<file path="config.mk">
export PLATFORM = sky130hd
export DESIGN_NAME = regfile_writeback_queue
export DESIGN_NICKNAME = d
export VERILOG_FILES = /design/src/rtl/regfile_writeback_queue.sv
export SDC_FILE = /design/constraint.sdc
export NUM_CORES = 1
export LEC_CHECK = 0
export ABC_CLOCK_PERIOD_IN_PS = 5800
export CAP_MARGIN = 40
export CORE_MARGIN = 4
export CORE_UTILIZATION = 56
export DETAILED_ROUTE_END_ITERATION = 7
export PLACE_DENSITY = 0.81
export SYNTH_ARGS = -nofsm -noshare
export SYNTH_HDL_FRONTEND = slang
export SYNTH_SLANG_ARGS = --single-unit
</file>
<file path="constraint.sdc">
create_clock -name clk -period 5.8 [get_ports clk]
set_input_delay 1.16 -clock clk [delete_from_list [all_inputs] [get_ports clk]]
set_output_delay 1.16 -clock clk [all_outputs]
set_load 0.1 [all_outputs]
</file>
<file path="src/rtl/regfile_writeback_queue.sv">
// regfile_writeback_queue
// Collects register-file writes from the ALU result path and the load path,
// buffers them in a small in-order FIFO and drains one write per cycle onto
// the register file write port. It also answers pending-write queries so the
// issue stage can stall on read-after-write hazards.
//
// Ports:
//   clk, reset                   clock (posedge) and async active-high reset
//   alu_valid/alu_ready/alu_rd/alu_data   ALU writeback request channel
//   mem_valid/mem_ready/mem_rd/mem_data   load writeback request channel
//   chk_rs1/chk_rs2              hazard query registers
//   pend_rs1/pend_rs2            query register has a write queued or in flight
//   write_reg/write_data/RegWrite registered register file write port
//   count                        current FIFO occupancy, 0..DEPTH
module regfile_writeback_queue #(
    parameter int DEPTH = 4,
    parameter int AW    = 2
) (
    input  logic          clk,
    input  logic          reset,
    input  logic          alu_valid,
    output logic          alu_ready,
    input  logic [4:0]    alu_rd,
    input  logic [31:0]   alu_data,
    input  logic          mem_valid,
    output logic          mem_ready,
    input  logic [4:0]    mem_rd,
    input  logic [31:0]   mem_data,
    input  logic [4:0]    chk_rs1,
    input  logic [4:0]    chk_rs2,
    output logic          pend_rs1,
    output logic          pend_rs2,
    output logic [4:0]    write_reg,
    output logic [31:0]   write_data,
    output logic          RegWrite,
    output logic [AW:0]   count
);

    localparam logic [AW:0] FULL     = (AW+1)'(DEPTH);
    localparam logic [AW:0] ONE_LEFT = (AW+1)'(DEPTH - 1);

    logic [4:0]    rd_q   [DEPTH];
    logic [31:0]   data_q [DEPTH];
    logic [AW-1:0] rd_ptr;
    logic [AW-1:0] wr_ptr;
    logic [AW-1:0] alu_slot;
    logic [DEPTH-1:0] entry_valid;

    logic mem_fire;
    logic alu_fire;
    logic mem_push;
    logic alu_push;
    logic pop;

    // Readiness looks only at the registered occupancy, so a pop in the same
    // cycle never creates room. When a single slot is left, the load path
    // gets it and the ALU is held off.
    assign mem_ready = (count < FULL);
    assign alu_ready = (count < ONE_LEFT) || ((count == ONE_LEFT) && !mem_valid);

    // Writes to x0 complete their handshake but are dropped here.
    assign mem_fire = mem_valid && mem_ready;
    assign alu_fire = alu_valid && alu_ready;
    assign mem_push = mem_fire && (mem_rd != 5'd0);
    assign alu_push = alu_fire && (alu_rd != 5'd0);
    assign pop      = (count != '0);

    // The load entry is older, so the ALU entry lands behind it.
    assign alu_slot = wr_ptr + AW'(mem_push);

    // Entry storage needs no reset; occupancy alone defines which slots count.
    always_ff @(posedge clk) begin
        if (mem_push) begin
            rd_q[wr_ptr]   <= mem_rd;
            data_q[wr_ptr] <= mem_data;
        end
        if (alu_push) begin
            rd_q[alu_slot]   <= alu_rd;
            data_q[alu_slot] <= alu_data;
        end
    end

    // Pointers, occupancy and the registered write port.
    always_ff @(posedge clk or posedge reset) begin
        if (reset) begin
            rd_ptr     <= '0;
            wr_ptr     <= '0;
            count      <= '0;
            write_reg  <= '0;
            write_data <= '0;
            RegWrite   <= 1'b0;
        end else begin
            wr_ptr <= wr_ptr + AW'(mem_push) + AW'(alu_push);
            count  <= count + (AW+1)'(mem_push) + (AW+1)'(alu_push) - (AW+1)'(pop);
            if (pop) begin
                write_reg  <= rd_q[rd_ptr];
                write_data <= data_q[rd_ptr];
                RegWrite   <= 1'b1;
                rd_ptr     <= rd_ptr + 1'b1;
            end else begin
                RegWrite   <= 1'b0;
            end
        end
    end

    // A slot is live when its distance from the read pointer (mod DEPTH)
    // is below the occupancy.
    always_comb begin
        entry_valid = '0;
        for (int i = 0; i < DEPTH; i++) begin
            entry_valid[i] = ({1'b0, AW'(i) - rd_ptr} < count);
        end
    end

    // Hazard lookup covers queued entries plus the write on the port now.
    always_comb begin
        pend_rs1 = 1'b0;
        pend_rs2 = 1'b0;
        for (int i = 0; i < DEPTH; i++) begin
            if (entry_valid[i] && (rd_q[i] == chk_rs1)) pend_rs1 = 1'b1;
            if (entry_valid[i] && (rd_q[i] == chk_rs2)) pend_rs2 = 1'b1;
        end
        if (RegWrite && (write_reg == chk_rs1)) pend_rs1 = 1'b1;
        if (RegWrite && (write_reg == chk_rs2)) pend_rs2 = 1'b1;
        if (chk_rs1 == 5'd0) pend_rs1 = 1'b0;
        if (chk_rs2 == 5'd0) pend_rs2 = 1'b0;
    end

endmodule

</file>
=== Word level (Yosys, flattened, before mapping) ===
Memory sizes are Yosys's and may differ from the RTL's. A register that Yosys moved wholly into a read port is not among the register bits.
Cells that the tools add are included.

* Memories: 2
* Register bits: 8
* Logic and storage cells: 72
* Bits in writable memories: 148

* Add/sub/neg operators: 10
* Mux-type cells: 17
* Eq/ne operators: 11
* $lt $le $gt $ge: 6
* Reduce and logical (&&, ||, !) cells: 22

{| class="wikitable"
|+ Memory list
! memory !! words !! width !! read ports !! clocked after memory_dff !! wr ports !! RTL line !! text
|-
| data_q || 4 || 32 || 1 || 1 || 2 || 43 || <nowiki>logic [31:0] data_q [DEPTH];</nowiki>
|-
| rd_q || 4 || 5 || 5 || 1 || 2 || 42 || <nowiki>logic [4:0] rd_q [DEPTH];</nowiki>
|}

{| class="wikitable"
|+ Operators with widths
! kind !! count
|-
| 5-bit == test || 10
|-
| 1-bit two-way mux || 17
|-
| 1-bit logical AND || 15
|-
| 2-bit by 3-bit < comparator with 1-bit output || 4
|-
| 5-bit zero test || 2
|-
| 5-bit nonzero test || 2
|-
| 3-bit by 1-bit adder with 3-bit output || 2
|-
| 2-bit by 1-bit adder with 2-bit output || 2
|-
| 1-bit by 2-bit subtractor with 2-bit output (first input constant) || 2
|-
| 2-bit subtractor (first input constant) || 2
|-
| 3-bit by 2-bit == test with 1-bit output (second input constant) || 1
|-
| 3-bit by 2-bit < comparator with 1-bit output (second input constant) || 1
|-
| 3-bit < comparator (second input constant) || 1
|-
| 3-bit nonzero test || 1
|-
| 3-bit by 1-bit subtractor with 3-bit output || 1
|-
| 2-bit by 1-bit adder with 2-bit output (second input constant) || 1
|-
| 1-bit zero test || 1
|-
| 1-bit logical OR || 1
|}

=== Depth between registers and ports, before layout ===
* Depth in word-level cells: 9
* Gate-level depth with buffers: 10

=== Least setup slack after synthesis ===
No wires, ideal clock.

* Path kind: register to register
* Start point: reg count[2]
* End point: mem data_q[0][0], enable pin
* Library setup time: 0.439 ns
* Clock period less this slack: 6.161 ns
* Setup slack: -0.361 ns
* Stages on the path, launching flop included: 9
* Data arrival time: 5.721 ns
* Path buffers: 2
* Required time: 5.361 ns
* Cells stage by stage: dfrtp_1 -> inv_1 -> ha_1 -> a31oi_1 -> o211a_1 -> and3_4 -> buf_6 -> buf_6 -> o21bai_1

{| class="wikitable"
|+ RTL lines
! what !! RTL line !! text
|-
| from (decl) || 36 || <nowiki>output logic [AW:0] count</nowiki>
|-
| from (signal assigned) || 94 || <nowiki>count <= count + (AW+1)'(mem_push) + (AW+1)'(alu_push) - (AW+1)'(pop);</nowiki>
|-
| to (decl) || 43 ||
|}

=== Worst setup path in the final report ===
* Start point: reg rd_ptr[0]
* End point: out pend_rs1

* Cells in the longest elaborated chain, start to end: 9
* Elaborated cells between the ends (all ways): 18
* Those cells by class: add/sub (4); order compare (4); mux (6); reduce/logical (4)

{| class="wikitable"
|+ RTL lines
! what !! RTL line !! text
|-
| from (decl) || 44 || <nowiki>logic [AW-1:0] rd_ptr;</nowiki>
|-
| from (signal assigned) || 99 || <nowiki>rd_ptr <= rd_ptr + 1'b1;</nowiki>
|-
| 1-bit by 2-bit subtractor with 2-bit output || 111 || <nowiki>entry_valid[i] = ({1'b0, AW'(i) - rd_ptr} < count);</nowiki>
|-
| 2-bit by 3-bit < comparator with 1-bit output || 111 ||
|-
| 1-bit logical AND || 120 || <nowiki>if (entry_valid[i] && (rd_q[i] == chk_rs1)) pend_rs1 = 1'b1;</nowiki>
|-
| 1-bit two-way mux (3 in series) || 120 ||
|-
| 1-bit two-way mux (*) || 120 ||
|-
| 1-bit two-way mux (*) || 123 || <nowiki>if (RegWrite && (write_reg == chk_rs1)) pend_rs1 = 1'b1;</nowiki>
|-
| 1-bit two-way mux (*) || 125 || <nowiki>if (chk_rs1 == 5'd0) pend_rs1 = 1'b0;</nowiki>
|-
| to (decl) || 31 || <nowiki>output logic pend_rs1,</nowiki>
|}

Every way passes the cells marked *; elsewhere a longest branch is shown, timed or not.

==> results.toml <==
[sta]
drv_slew = 0
max_clock_freq_mhz = 214.7
hold_viol = 0
worst_pin_slew_ps = 872.0
post-route-min-period_ps = 4658
setup_viol = 0
clock_skew_ps = 14.05
tns_ps = 0
grt_setup_unrepaired = "false"
setup_ws_ps = 1142
fin_crit_sh_pct = 80.30
relSlewSlack_pct = 41.87

[status]
status = "finished clean"

[die]
dieArea_mm2 = 0.02021
die-height_um = 142.2
core.rowCount = 48
num_io_pins = 133
core_area_mm2 = 0.01748
die_x_um = 142.2
start_util_pct = 57.67

[drt]
drc = 0
num_vias = 6140
ant_nets = 0
drt-initial-drc-count = 356
wl_um = 23800
wire_per_inst_um = 22.29
dr.pass1.iters = 4
viasPerCell = 5.749

[critical_path]
crit_family = "flip-flops"
cp_max_fo = 43
path_buf_inv = 2
path_class = "reg -> out"
start_kind = "flip-flop"
crit_path_end_kind = "primary output"
cp_slowest_cell = "dfrtp_4"
cp_data_arrival_time_ps = 3500
crit_path_cell_trace = "xor2_1, inv_1, ha_1, nor2b_1, a22o_1, or4_1, nand4_1, o22a_1, buf_4"
critPathMaxStageDelay_ps = 1010
cp_data_required_time_ps = 4640

[cts]
cts_setup_buffers = 0
cts_buffer_depth = 2
tritoncts = "built"
cts_sinks = 193
postCtsHoldBufs = 0
htree_num_levels = 4
numCtsBuffers = 17
clk_pin_slew_ps = 70
cts_root_buf = "clkbuf_16"
clock_latency_ps = 440
ctsResizeCount = 0

[flow_run]
cap_violations = 0

[power_and_ir_drop]
power.density_mw_per_mm2 = 594.8
ir_drop_uv = 495.0
power_uw = 7627
leakagePower_uw = 0.004871

[placed_design]
hpwlAfterDp_um = 16000
dp_worst_setup_slack_ps = 894.3
port_buffers = 132
gp_congestion = 0.9350

[yosys]
synth_fp_nets = 764
syn_inst = 666
ys_seq_area_share_pct = 55.26
ys_ff_latch = 193
yosys_warnings = 0
synth_cell_types = 39
avgSynthCellArea_um2 = 15.13
synth_area_mm2 = 0.01008

[cells_and_area]
n_antenna_cell = 0
top_regs = "data_q: 128 flops, write_data: 32 flops, rd_q: 20 flops"
final_cell_mix = "148 x edfxtp_1, 130 x clkdlybuf4s50_1, 113 x nand2_1"
nets = 928
n_fill_cell = 1064
drive_gt1_share_pct = 34.40
largest_reg_flops = 128
layout_commonest_cell = "edfxtp_1"
syn_to_final_growth_pct = 27.21
largest-register = "data_q"

[worst_hold_path]
hp-class = "reg -> reg"

[global_route]
track_usage_pct = 24.17
grt-ovfl-total = 0
grt_max_degree = 44
grt_pass1_vias = 6828
antenna_found_initial = 2
grt_pass1_wl_um = 37220
-- final timing paths --
| check | startpoint | end | slack (ps) | cells after the start |
|---|---|---|---|---|
| max in group asynchronous | reset | rd_ptr[0] | 4290 | 3 |
| max | rd_ptr[0] | pend_rs1 | 1140 | 9 |
| min | write_data[27] | write_data[27] | 470 | 2 |
| min in group asynchronous | reset | write_data[13] | 980 | 2 |
| max reg2reg | count[2] | data_q[0][21] | 2290 | 7 |
| min reg2reg | write_data[27] | write_data[27] | 470 | 2 |
-- power breakdown --
group / internal, uW / switching, uW / total (uW)
clock: 614 / 555 / 1170
sequential: 2070 / 327 / 2400
combinational: 1650 / 2410 / 4060
-- logic make-up (layout without fill, tap and decap cells) --
kind of cell / count (synthesis) / after routing / synth area share [%]
AO/OA/AOI/OAI: 18 / 18 / 1.353
XOR/XNOR: 56 / 56 / 4.866
adder cells (fa/ha/maj): 10 / 10 / 1.390
buffers and inverters: 57 / 234 / 3.178
flip-flops: 193 / 193 / 55.26
multiplexers: 185 / 185 / 27.63
AND/OR/NAND/NOR: 147 / 147 / 6.318
-- worst reg2reg max path, stage by stage (launching register included) --
cell	delay, ps
dfrtp_1	570
inv_1	210
o311a_1	230
ha_1	210
xnor2_1	600
and3_4	530
o21bai_4	440
buf_4	410
-- per-layer routing --
layer  share of wire (%)  GRT usage [%]  wire, um  up-vias
li1                    -              -         -     2788
met1                  40          28.84      9434     3150
met2                  54          44.15     12800      161
met3                 4.7          4.940      1115       37
met4                 1.8          7.222       431        4
met5               0.092              0        22        -
-- final cells by class --
class	instances	area, um^2	area share [%]
clock inverters	15	167.7	1.308
repair buffers	188	2085	16.26
multi-input cells	416	4235	33.03
inverters	14	52.55	0.4098
well taps	225	281.5	2.196
flip-flops and latches	193	5575	43.48
clock buffers	17	425.4	3.318
-- stage by stage --
step / util (%) / cell area (um^2) / hold WS (ps) / instances
finish: 73.37 / 12820 / 468.4 / 1068
global route: 73.37 / 12820 / 495.2 / 1068
CTS: 73.37 / 12820 / 476.8 / 1068
detailed placement: 69.97 / 12230 / 460.8 / 1036
global placement: 66.09 / 11550 / 448.0 / 992
floorplan: - / 10090 / 632.9 / 666
-- Yosys cell counts, drive strengths merged --
library cell | instances | area (um^2)
mux2 | 148 | 1952
o211ai | 3 | 22.52
nor3 | 8 | 50.05
nor4 | 3 | 18.77
xor2 | 35 | 306.5
buf | 25 | 200.2
o41ai | 1 | 8.760
a22o | 1 | 8.760
nor2 | 3 | 11.26
dfrtp | 45 | 1126
o311a | 1 | 10.01
fa | 2 | 40.04
inv | 14 | 52.55
nand4 | 3 | 18.77
o211a | 1 | 10.01
or4 | 4 | 30.03
o21ai | 1 | 5.000
xnor2 | 21 | 183.9
o22a | 2 | 17.52
mux4 | 37 | 833.3
nand2 | 113 | 424.2
ha | 8 | 100.1
clkbuf | 18 | 67.56
o21bai | 2 | 15.01
or3 | 1 | 6.260
nor2b | 1 | 6.260
a21oi | 3 | 15.01
a31o | 2 | 17.52
edfxtp | 148 | 4444
a31oi | 1 | 6.260
nand3 | 6 | 30.03
nand2b | 3 | 18.77
and3 | 2 | 22.52
No activity file was read; power rests on OpenSTA's default activity.
==> edit, RTL diff (same flow settings) <==
Make the reset (`reset`) synchronous in one clocked block. Comments in the files are not updated.
--- a/src/rtl/regfile_writeback_queue.sv
+++ b/src/rtl/regfile_writeback_queue.sv
@@ -81,7 +81,7 @@
     end
 
     // Pointers, occupancy and the registered write port.
-    always_ff @(posedge clk or posedge reset) begin
+    always_ff @(posedge clk) begin
         if (reset) begin
             rd_ptr     <= '0;
             wr_ptr     <= '0;
Formal check against the unedited RTL: differs if reset is asserted again (counterexample within 4 cycles, from zero or initial values and one cycle with reset high); with reset held inactive, the same outputs for 4 cycles.
==> edit against the original RTL <==
  * Sequential share of layout area decreased by 1.4 points
  * Cell count increased by 0.47%
  * Synthesized area decreased by 0.99%
  * Via count increased by 3.5%
  * Non-clock buffer count decreased by 1
  * Design area decreased by 0.94%
  * Setup slack improved by 0.26 ns
  * Worst hold slack got worse by 0.012 ns
  * Power increased by 2.0%
  * Critical path depth decreased by 2
  * Sequential cell count unchanged
  * Die area decreased by 0.93%
  * Routed wire length about the same
  * Largest cell class unchanged
==> edit: results (changes against the original RTL) <==
buffer_area_share_pct: 16.5  # +0.21 points
viasPerCell: 5.92  # +3.0%
synth-seq-area-share_pct: 53.6  # -1.7 points
crit_family: "buffers and inverters"
gp_congestion: 0.842  # -9.9%
reg2reg_from: "count[2]"
skew_ns: 0.00985  # -0.00420 ns
worst_path_largest_cell_delay_ns: 0.71  # -0.30 ns
hp-start: "write_data[4]"
vias: 6354  # +3.5%
grt_usage_pct: 24.3  # +0.11 points
final-clk-cell-share_pct: 4.93  # +0.30 points
grt_pass1_vias: 6896  # +1.0%
peakVddDrop_uv: 463  # -6.4%
synthArstFlopShare_pct: 0  # -23 points
synthCells: 677  # +1.7%
path_max_fanout: 6  # -86%
status: "finished clean"
fillCellCount: 1071  # +0.66%
antennaDiodeCount: 0  # unchanged
dp_cells: 1041  # +0.48%
cp-startpoint: "chk_rs2[1]"
worst_pin_slew_ns: 0.859  # -0.0130 ns
antenna_found_initial: 0  # -2
critPathSlowestCell: "clkdlybuf4s50_1"
start_kind: "input pin"
ff2ff_setup_slack_ns: 2.62  # +0.33 ns
synth_cell_type_count: 41  # +5.1%
cp.arrival_ns: 3.24  # -0.26 ns
multiInputCombCellCount: 424  # +1.9%
drt-pass1-iter-count: 5  # +1
grt_max_degree: 41  # -6.8%
num-nonclk-inverters: 12  # -2
drt-initial-drc-count: 449  # +26%
n_all_buffers: 187  # -0.53%
multi_input_area_um2: 4310  # +1.7%
preCtsSetupSlack_ns: 1.07  # +0.178 ns
fin_hold_ws_ns: 0.457  # -0.0118 ns
nNetsFinal: 933  # +0.54%
sh_seq_area_pct: 42.1  # -1.4 points
endpoint: "pend_rs2"
clock_buffers: 20  # +3
## edit: changes by cell type in the layout (fill, tap and decap cells not counted), sizes merged, moves of 6 or more
cell,delta
a21oi,+37
xor2,-9
dfrtp,-45
nand2,-38
inv,-6
dfxtp,+45
xnor2,+9
## edit: through the flow
step	utilization (%)	power (mW)	instance area [um^2]
floorplan	-	5.15	9990
global placement	65.5	5.92	11400
detailed placement	69.6	6.56	12100
CTS	73.2	7.81	12700
global route	73.2	8.10	12700
finish	73.2	7.78	12700
## edit: cells by family (layout without fill, tap and decap cells)
logic type / count (synthesis) / count (layout) / synth area share [%]
flops: 193 / 193 / 53.6
xor+xnor: 56 / 56 / 4.91
mux: 185 / 185 / 27.9
simple gates: 118 / 118 / 5.40
buf+inv: 60 / 231 / 3.51
fa+ha+maj: 10 / 10 / 1.40
compound gates: 55 / 55 / 3.30
## edit: layer usage
| metal | track usage [%] | vias to the layer above | routed length, um |
|---|---|---|---|
| met4 | 9.44 | 0 | 525 |
| met3 | 4.15 | 43 | 1320 |
| li1 | - | 2848 | - |
| met2 | 43.4 | 227 | 12700 |
| met1 | 29.4 | 3236 | 9300 |
| met5 | 0 | - | 0 |
## edit: worst min-delay path by stage
stage	to	cells after the start
after CTS	write_data[4]	2
after detailed placement	write_data[17]	2
after global placement	write_data[31]	2
after global routing	write_data[10]	2
after floorplan	write_data[0]	3
final	write_data[4]	2
## edit: power groups by stage
stage	clock, mW	sequential [mW]	combinational (mW)
finish	1.25	2.39	4.14
global route	1.32	2.44	4.34
CTS	1.26	2.39	4.16
detailed placement	0	2.42	4.14
global placement	0	2.47	3.45
floorplan	0	3.34	1.81
